[src/rtl/debounce_pkg.sv]
// Shared types and defaults for the debounce block.
package debounce_pkg;

  typedef enum logic [1:0] {
    IDLE_LOW  = 2'd0,
    CHK_HIGH  = 2'd1,
    IDLE_HIGH = 2'd2,
    CHK_LOW   = 2'd3
  } state_e;

  localparam int unsigned SYNC_STAGES_DEF   = 2;
  localparam int unsigned STABLE_CYCLES_DEF = 1000;
  localparam int unsigned CNT_W_DEF         = 16;
  localparam int unsigned LONG_CYCLES_DEF   = 50000;

  function automatic state_e idle_of(input logic lvl);
    return lvl ? IDLE_HIGH : IDLE_LOW;
  endfunction

endpackage

[src/rtl/debounce_if.sv]
// Raw input, enable and conditioned outputs of the debouncer.
interface debounce_if;

  logic raw_in;
  logic enable;
  logic clean_out;
  logic rise_pulse;
  logic fall_pulse;
  logic busy;
  logic long_press;

  modport master (
    output raw_in, enable,
    input  clean_out, rise_pulse, fall_pulse,
    input  busy, long_press
  );

  modport slave (
    input  raw_in, enable,
    output clean_out, rise_pulse, fall_pulse,
    output busy, long_press
  );

endinterface

[src/rtl/sync_ff_chain.sv]
// Multi-flop synchroniser for one asynchronous input.
module sync_ff_chain #(
  parameter int unsigned STAGES    = 2,
  parameter logic        RESET_VAL = 1'b0
) (
  input  logic clk_i,
  input  logic rst_ni,
  input  logic d_i,
  output logic q_o
);

  logic [STAGES-1:0] sync_q;

  always_ff @(posedge clk_i or negedge rst_ni) begin
    if (!rst_ni) begin
      sync_q <= {STAGES{RESET_VAL}};
    end else begin
      sync_q <= {sync_q[STAGES-2:0], d_i};
    end
  end

  assign q_o = sync_q[STAGES-1];

endmodule

[src/rtl/debounce_pulse.sv]
// Debouncer with edge pulses; DEBOUNCE_LONG_PRESS_EN adds long_press.
module debounce_pulse
  import debounce_pkg::*;
#(
  parameter int unsigned SYNC_STAGES   = SYNC_STAGES_DEF,
  parameter int unsigned STABLE_CYCLES = STABLE_CYCLES_DEF,
  parameter int unsigned CNT_W         = CNT_W_DEF,
  parameter logic        RESET_LEVEL   = 1'b0,
  parameter int unsigned LONG_CYCLES   = LONG_CYCLES_DEF
) (
  input logic clock,
  input logic reset,
  debounce_if.slave bus
);

  if (SYNC_STAGES < 2) begin : g_chk_sync
    $error("SYNC_STAGES must be >= 2");
  end
  if (STABLE_CYCLES < 1 ||
      (64'd1 << CNT_W) < 64'(STABLE_CYCLES)) begin : g_chk_cnt
    $error("CNT_W too small or STABLE_CYCLES < 1");
  end
  if (LONG_CYCLES < 1) begin : g_chk_long
    $error("LONG_CYCLES must be >= 1");
  end

  localparam logic [CNT_W-1:0] TERM = CNT_W'(STABLE_CYCLES - 1);

  logic s;

  sync_ff_chain #(
    .STAGES    (SYNC_STAGES),
    .RESET_VAL (RESET_LEVEL)
  ) u_sync (
    .clk_i  (clock),
    .rst_ni (reset),
    .d_i    (bus.raw_in),
    .q_o    (s)
  );

  state_e           state_q;
  logic [CNT_W-1:0] cnt_q;
  logic             clean_q;
  logic             rise_q;
  logic             fall_q;
  logic             busy_q;

  always_ff @(posedge clock or negedge reset) begin
    if (!reset) begin
      state_q <= idle_of(RESET_LEVEL);
      cnt_q   <= '0;
      clean_q <= RESET_LEVEL;
      rise_q  <= 1'b0;
      fall_q  <= 1'b0;
      busy_q  <= 1'b0;
    end else begin
      rise_q <= 1'b0;
      fall_q <= 1'b0;
      if (!bus.enable) begin
        state_q <= idle_of(clean_q);
        cnt_q   <= '0;
        busy_q  <= 1'b0;
      end else begin
        unique case (state_q)
          IDLE_LOW: if (s) begin
            state_q <= CHK_HIGH;
            cnt_q   <= '0;
            busy_q  <= 1'b1;
          end
          CHK_HIGH: if (!s) begin
            state_q <= IDLE_LOW;
            cnt_q   <= '0;
            busy_q  <= 1'b0;
          end else if (cnt_q == TERM) begin
            state_q <= IDLE_HIGH;
            cnt_q   <= '0;
            clean_q <= 1'b1;
            rise_q  <= 1'b1;
            busy_q  <= 1'b0;
          end else begin
            cnt_q <= cnt_q + 1'b1;
          end
          IDLE_HIGH: if (!s) begin
            state_q <= CHK_LOW;
            cnt_q   <= '0;
            busy_q  <= 1'b1;
          end
          CHK_LOW: if (s) begin
            state_q <= IDLE_HIGH;
            cnt_q   <= '0;
            busy_q  <= 1'b0;
          end else if (cnt_q == TERM) begin
            state_q <= IDLE_LOW;
            cnt_q   <= '0;
            clean_q <= 1'b0;
            fall_q  <= 1'b1;
            busy_q  <= 1'b0;
          end else begin
            cnt_q <= cnt_q + 1'b1;
          end
        endcase
      end
    end
  end

  assign bus.clean_out  = clean_q;
  assign bus.rise_pulse = rise_q;
  assign bus.fall_pulse = fall_q;
  assign bus.busy       = busy_q;

`ifdef DEBOUNCE_LONG_PRESS_EN
  localparam int unsigned LW = $clog2(LONG_CYCLES + 1);
  localparam logic [LW-1:0] LMAX = LW'(LONG_CYCLES);
  localparam logic [LW-1:0] LPRE = LW'(LONG_CYCLES - 1);

  logic [LW-1:0] lcnt_q;
  logic          lp_q;
  logic          high_st;

  assign high_st = (state_q == IDLE_HIGH) ||
                   (state_q == CHK_LOW);

  // Saturating at LMAX limits it to one pulse per high period.
  always_ff @(posedge clock or negedge reset) begin
    if (!reset) begin
      lcnt_q <= '0;
      lp_q   <= 1'b0;
    end else begin
      lp_q <= 1'b0;
      if (bus.enable && high_st) begin
        if (lcnt_q != LMAX) begin
          lcnt_q <= lcnt_q + 1'b1;
          lp_q   <= (lcnt_q == LPRE);
        end
      end else begin
        lcnt_q <= '0;
      end
    end
  end

  assign bus.long_press = lp_q;
`else
  assign bus.long_press = 1'b0;
`endif

endmodule

[src/flat_wrapper.sv]
// flat-port wrapper written by rule: the top's interface ports become plain ports
module debounce_pulse_flat import debounce_pkg::*;
#(
  parameter int unsigned SYNC_STAGES   = SYNC_STAGES_DEF,
  parameter int unsigned STABLE_CYCLES = STABLE_CYCLES_DEF,
  parameter int unsigned CNT_W         = CNT_W_DEF,
  parameter logic        RESET_LEVEL   = 1'b0,
  parameter int unsigned LONG_CYCLES   = LONG_CYCLES_DEF
)
  (clock, reset, bus_raw_in, bus_enable, bus_clean_out, bus_rise_pulse, bus_fall_pulse, bus_busy, bus_long_press);
  debounce_if bus_i ();
  input logic clock;
  input logic reset;
  input wire logic [$bits(bus_i.raw_in)-1:0] bus_raw_in;
  input wire logic [$bits(bus_i.enable)-1:0] bus_enable;
  output wire logic [$bits(bus_i.clean_out)-1:0] bus_clean_out;
  output wire logic [$bits(bus_i.rise_pulse)-1:0] bus_rise_pulse;
  output wire logic [$bits(bus_i.fall_pulse)-1:0] bus_fall_pulse;
  output wire logic [$bits(bus_i.busy)-1:0] bus_busy;
  output wire logic [$bits(bus_i.long_press)-1:0] bus_long_press;
  assign bus_i.raw_in = bus_raw_in;
  assign bus_i.enable = bus_enable;
  assign bus_clean_out = bus_i.clean_out;
  assign bus_rise_pulse = bus_i.rise_pulse;
  assign bus_fall_pulse = bus_i.fall_pulse;
  assign bus_busy = bus_i.busy;
  assign bus_long_press = bus_i.long_press;
  debounce_pulse #(.SYNC_STAGES(SYNC_STAGES), .STABLE_CYCLES(STABLE_CYCLES), .CNT_W(CNT_W), .RESET_LEVEL(RESET_LEVEL), .LONG_CYCLES(LONG_CYCLES)) u_core (.clock(clock), .reset(reset), .bus(bus_i));
endmodule
[config.mk]
export PLATFORM = sky130hd
export DESIGN_NAME = debounce_pulse_flat
export DESIGN_NICKNAME = d
export VERILOG_FILES = /design/src/rtl/debounce_pkg.sv /design/src/rtl/debounce_if.sv /design/src/rtl/sync_ff_chain.sv /design/src/rtl/debounce_pulse.sv /design/src/flat_wrapper.sv
export SDC_FILE = /design/constraint.sdc
export NUM_CORES = 1
export LEC_CHECK = 0
export CORE_ASPECT_RATIO = 1.4
export CORE_MARGIN = 2
export CORE_UTILIZATION = 43
export DETAILED_ROUTE_END_ITERATION = 7
export GPL_ROUTABILITY_DRIVEN = 0
export PLACE_DENSITY_LB_ADDON = 0.05
export SYNTH_ARGS = -nofsm -noshare
export SYNTH_HDL_FRONTEND = slang
export SYNTH_HIERARCHICAL = 1
export SYNTH_SLANG_ARGS = --single-unit
[constraint.sdc]
create_clock -name clock -period 3 [get_ports clock]
set_input_delay 0.9 -clock clock [delete_from_list [all_inputs] [get_ports clock]]
set_output_delay 0.9 -clock clock [all_outputs]
set_load 0.005 [all_outputs]
# Yosys cells after proc, flatten, opt, wreduce, memory -nomap -nowiden
# Index checks and enable logic that the tools add are counted.
dict set report totals {
  ff_bits 24
  input_bits 4
  output_inout_bits 5
  elab_cells 60
}
dict set report classes {
  addsub 1
  eq_ne 12
  n_mux 35
  reduce_logical 5
}
# op count
set ops {}
lappend ops {{16-bit two-way mux} 6}
lappend ops {{16-bit case mux with 4 select lines} 1}
lappend ops {{1-bit two-way mux} 17}
lappend ops {{16-bit by 1-bit adder with 16-bit output, second input constant} 1}
lappend ops {{16-bit by 10-bit == test with 1-bit output, second input constant} 1}
lappend ops {{2-bit two-way mux} 8}
lappend ops {{4-bit by 3-bit inequality test with 1-bit output, second input constant} 2}
lappend ops {{2-bit case mux with 4 select lines} 1}
lappend ops {{3-bit inequality test, second input constant} 2}
lappend ops {{6-bit AND reduction} 1}
lappend ops {{2-bit == test, second input constant} 2}
lappend ops {{2-bit by 1-bit inequality test with 1-bit output, second input constant} 2}
lappend ops {{2-bit inequality test, second input constant} 2}
lappend ops {{1-bit case mux with 4 select lines} 1}
lappend ops {{4-bit AND reduction} 1}
lappend ops {{2-bit by 1-bit == test with 1-bit output, second input constant} 1}
lappend ops {{2-bit zero test} 1}
lappend ops {{1-bit case mux with 2 select lines} 1}
lappend ops {{2-bit AND reduction} 1}
lappend ops {{2-bit nonzero test} 1}

# Logic depth before layout (Yosys ltp)
dict set report logic_depth {
  ltp_word 5
  mapped_depth 7
}

# Modules after synthesis
# Netlist, hierarchy kept.
# module n_inst cells_per_inst area_each_um2
set by_module_without_submodules {}
lappend by_module_without_submodules {debounce_pulse 1 131 1272.5}
lappend by_module_without_submodules {sync_ff_chain 1 2 50.0}

# Worst setup path before layout
# Ideal clock, no wire load.
dict set report synth_timing {
  path_type {input port to flip-flop}
  from {in bus_enable}
  to {reg u_core.cnt_q[15]}
  setup_time_ns 0.121
  arrival_time_ns 2.029
  t_required_ns 2.879
  setup_slack_ns 0.850
  stages 5
  cell_sequence {clkbuf_1 nor3b_1 clkbuf_1 nor4_1 o22a_1}
}
dict set report synth_between {
  elab_chain_cells 2
}
# element line
set synth_lines {}
lappend synth_lines {{start: declaration} flat_wrapper.sv:15} ;# input wire logic [$bits(bus_i.enable)-1:0] bus_enable;
lappend synth_lines {{3-bit inequality test (no source line)} --}
lappend synth_lines {{2-bit AND reduction (no source line)} --}
lappend synth_lines {{end signal: assignment} debounce_pulse.sv:81} ;# cnt_q <= cnt_q + 1'b1;
lappend synth_lines {{end signal: assignment} debounce_pulse.sv:99} ;# cnt_q <= cnt_q + 1'b1;
lappend synth_lines {{end: declaration} debounce_pulse.sv:42} ;# logic [CNT_W-1:0] cnt_q;
# Parallel ways exist; a longest one is shown, timed or not.
# A chain may end at the register's enable or synchronous reset.

# Final worst setup path
dict set report layout_timing {
  from {reg u_core.cnt_q[0]}
  to {reg u_core.cnt_q[8]}
}
dict set report layout_between {
  elab_chain_cells 5
}
# element line
set layout_lines {}
lappend layout_lines {{16-bit by 1-bit adder with 16-bit output / 16-bit by 10-bit == test with 1-bit output (equally long branches)} --}
lappend layout_lines {{16-bit two-way mux (*)} {debounce_pulse.sv:74, debounce_pulse.sv:92}}
lappend layout_lines {{16-bit two-way mux, on equally long branches} {debounce_pulse.sv:88, debounce_pulse.sv:70}}
lappend layout_lines {{16-bit case mux with 4 select lines (*)} debounce_pulse.sv:64} ;# unique case (state_q)
lappend layout_lines {{16-bit two-way mux (*)} debounce_pulse.sv:59} ;# if (!bus.enable) begin
# Mark *: on every way between the ends. The rest lies on a longest branch, timed or not.

==> results.sh <==
export IMPL_synth_flop_cell="dfrtp_1"
export IMPL_ys_async_sr_fraction_pct=100.0
export IMPL_rsz0062_at_grt="no"
export IMPL_root_buffer="clkbuf_8"
export IMPL_rrSetupSlack_ns=0.45
export IMPL_cts_buffers_inserted=3
export IMPL_synth_edff_count=0
export IMPL_netlist_top_cells_area="dfrtp_1, nand3_1, a31oi_1, and3_1, or4_1"
export IMPL_p_leak_nw=0.5998
export IMPL_firstDrtPassIters=4
export IMPL_synth_area_sq_mm=0.001323
export IMPL_dp_cells=173
export IMPL_maxCapViolCount=0
export IMPL_critPathTopFamily="simple AND/OR/NAND/NOR gates"
export IMPL_final_area_sq_mm=0.001475
export IMPL_cp_max_fo=11
export IMPL_dr_total_vias=1077
export IMPL_synth_warnings=6
export IMPL_outcome="completed"
export IMPL_grt_overflow=0
export IMPL_drive_gt1_share_pct=10.00
export IMPL_path_cells="ha_1, or4b_1, or4_1, a21oi_1, o21ai_1"
export IMPL_layout_commonest_cell="dfrtp_1"
export IMPL_rows=23
export IMPL_finalPower_mw=0.6075
export IMPL_worst_path_buf_inv=0
export IMPL_cts_tree="yes"
export IMPL_nNetsFinal=146
export IMPL_skew_ns=0.003439
export IMPL_regToRegStartpoint="u_core/cnt_q[0]$_DFFE_PN0P_"
export IMPL_insertion_delay_ns=0.26
export IMPL_yosysTopAreaCell="dfrtp_1"
export IMPL_grt_use_total_pct=17.92
export IMPL_max_stage_delay_ns=0.68
export IMPL_min_from="u_core/u_sync/sync_q[0]$_DFF_PN0_"
export IMPL_worstSetupPathType="flip-flop to flip-flop"
export IMPL_powerDensity_mw_per_mm2=411.8
export IMPL_holdCritPathClass="flip-flop to flip-flop"
export IMPL_start_util_pct=45.50
export IMPL_grt_pass1_wl_microns=4912
export IMPL_min_period_ns=2.549
export IMPL_setup_tns_ns=0
export IMPL_htreeDepth=1
export IMPL_post_drt_wl_per_cell_microns=15.80
export IMPL_post_route_period_util_pct=84.98
export IMPL_hold_depth=0
export IMPL_drt_total_wl_microns=2797
export IMPL_num_fill_cells=270
export IMPL_io_buffers=7
export IMPL_cts_hold_repair_buffers=0
export IMPL_dp_hpwl_microns=1999
export IMPL_required_ns=3.14
export IMPL_diodes=0
export IMPL_grt_max_degree=25
export IMPL_final_cell_mix="dfrtp_1, nand3_1, a31oi_1, clkdlybuf4s50_1, and3_1"
export IMPL_grt_pass1_vias=1085
export IMPL_drtIter0Drc=28
export IMPL_antenna_found_initial=0
export IMPL_critPathArrivalTime_ns=2.69
export IMPL_setup_viol=0
export IMPL_viasPerCell=6.085
export IMPL_ctsLongestPathBuffers=2
export IMPL_ys_types=43
export IMPL_final_cells=177
export IMPL_dieArea_sq_mm=0.003542
export IMPL_synthCells=133
export IMPL_ys_seq_area_share_pct=45.41
export IMPL_die_h_microns=69.62
export IMPL_slew_violations=0
export IMPL_peakVddDrop_v=0.0002085
export IMPL_hold_violations=0
export IMPL_r2r_cells=5
export IMPL_die_width_microns=50.87
export IMPL_core_sq_mm=0.002907
export IMPL_numClockSinks=24
export IMPL_synth_top_cell_area_share_pct=45.41
export IMPL_clk_pin_slew_ns=0.08
export IMPL_cts_resized=0
export IMPL_drt_antenna_violating_nets=0
export IMPL_cp_start_kind="flip-flop"
export IMPL_drc=0
export IMPL_endpoint_kind="flip-flop"
export IMPL_synth_nets=138
export IMPL_reg2reg_to="u_core/cnt_q[8]$_DFFE_PN0P_"
export IMPL_cts_setup_buffers=0
export IMPL_area_growth_pct=11.54
export IMPL_synth_seq_cells=24
export IMPL_io_pins=9
export IMPL_cp_slowest_cell="or4_1"
export IMPL_holdPathEnd="u_core/u_sync/sync_q[1]$_DFF_PN0_"
export IMPL_max_slew_margin_pct=65.24
export IMPL_max_freq_mhz=392.3
export IMPL_worstMarginPinSlew_ns=0.5166
export IMPL_synth_area_per_cell_sq_um=9.944
export IMPL_placed_area_sq_mm=0.001420
-- per-layer routing --
| metal | share of wire, % | GRT usage (%) |
|---|---|---|
| met2 | 50 | 29.39 |
| met5 | 0 | 0 |
| met4 | 0.86 | 7.508 |
| met1 | 47 | 23.48 |
| met3 | 1.9 | 2.155 |
-- worst max-delay path by stage --
stage,from,end,cells after the start,slack [ns]
global route,u_core/cnt_q[0]$_DFFE_PN0P_,u_core/cnt_q[8]$_DFFE_PN0P_,5,0.26
detailed placement,bus_enable,u_core/cnt_q[8]$_DFFE_PN0P_,6,0.42
floorplan,bus_enable,u_core/cnt_q[15]$_DFFE_PN0P_,5,0.85
global placement,bus_enable,u_core/cnt_q[13]$_DFFE_PN0P_,5,0.44
CTS,u_core/cnt_q[0]$_DFFE_PN0P_,u_core/cnt_q[8]$_DFFE_PN0P_,5,0.44
finish,u_core/cnt_q[0]$_DFFE_PN0P_,u_core/cnt_q[8]$_DFFE_PN0P_,5,0.45
-- synth_stat cells (all sizes together), types with 2 or more instances --
cell and n:
o21ai 3, clkbuf 2, nor2 4, and3 7, inv 2, a22o 2
o211ai 2, nand2 6, or4 5, nand3b 2, dfrtp 24, nand4 4
a21oi 6, o31ai 4, a41oi 3, a31oi 11, nor2b 2, and2 4
nor4 2, nand3 14, a31o 2, buf 6
-- power by group --
group | switching (mW) | total [mW] | internal, mW
Sequential | 0.00788 | 0.337 | 0.329
Clock | 0.102 | 0.219 | 0.117
Combinational | 0.0310 | 0.0515 | 0.0204
-- cell families (layout without fill, tap and decap cells) --
family | after synthesis | after routing | share of synthesized area [%]
AOI/OAI and AO/OA | 37 | 37 | 20.25
xor gates and xnor gates | 1 | 1 | 0.6624
adders and majority gates | 1 | 1 | 0.9459
buffers and inverters | 10 | 17 | 4.257
DFF | 24 | 24 | 45.41
muxes | 2 | 2 | 1.608
other | 1 | 1 | 0.2835
and+or+nand+nor | 57 | 57 | 26.58
-- layout make-up --
type / instances / area, sq um / area share (%)
clock buffers: 4 / 55.05 / 3.732
inverters: 2 / 7.507 / 0.5089
multi-input cells: 99 / 665.6 / 45.12
flip-flops and latches: 24 / 600.6 / 40.71
well taps: 37 / 46.29 / 3.138
repair buffers: 11 / 100.1 / 6.785
-- registers in the layout, summed over array words and instances, names as in the netlist, named ones only --
| name | count |
|---|---|
| u_core/bus.busy | 1 |
| u_core/bus.clean_out | 1 |
| u_core/bus.rise_pulse | 1 |
| u_core/bus.fall_pulse | 1 |
| u_core/cnt_q | 16 |
| u_core/state_q | 1 |
| u_core/u_sync/sync_q | 2 |
-- worst reg2reg max path, stage by stage (launching register included) --
cell     delay (ns)
dfrtp_1        0.44
ha_1           0.27
or4b_1         0.48
or4_1          0.68
a21oi_1        0.44
o21ai_1        0.12
-- per-stage QoR --
stage | hold WS (ns) | utilization (%) | setup WS [ns]
after global routing | 0.3747 | 50.75 | 0.2572
after CTS | 0.3700 | 50.75 | 0.4387
after global placement | 0.3344 | 48.86 | 0.4443
after floorplan | 0.3312 | - | 0.8501
final | 0.3634 | 50.75 | 0.4507
after detailed placement | 0.3508 | 48.86 | 0.4180
No activity file was read; power rests on OpenSTA's default activity.
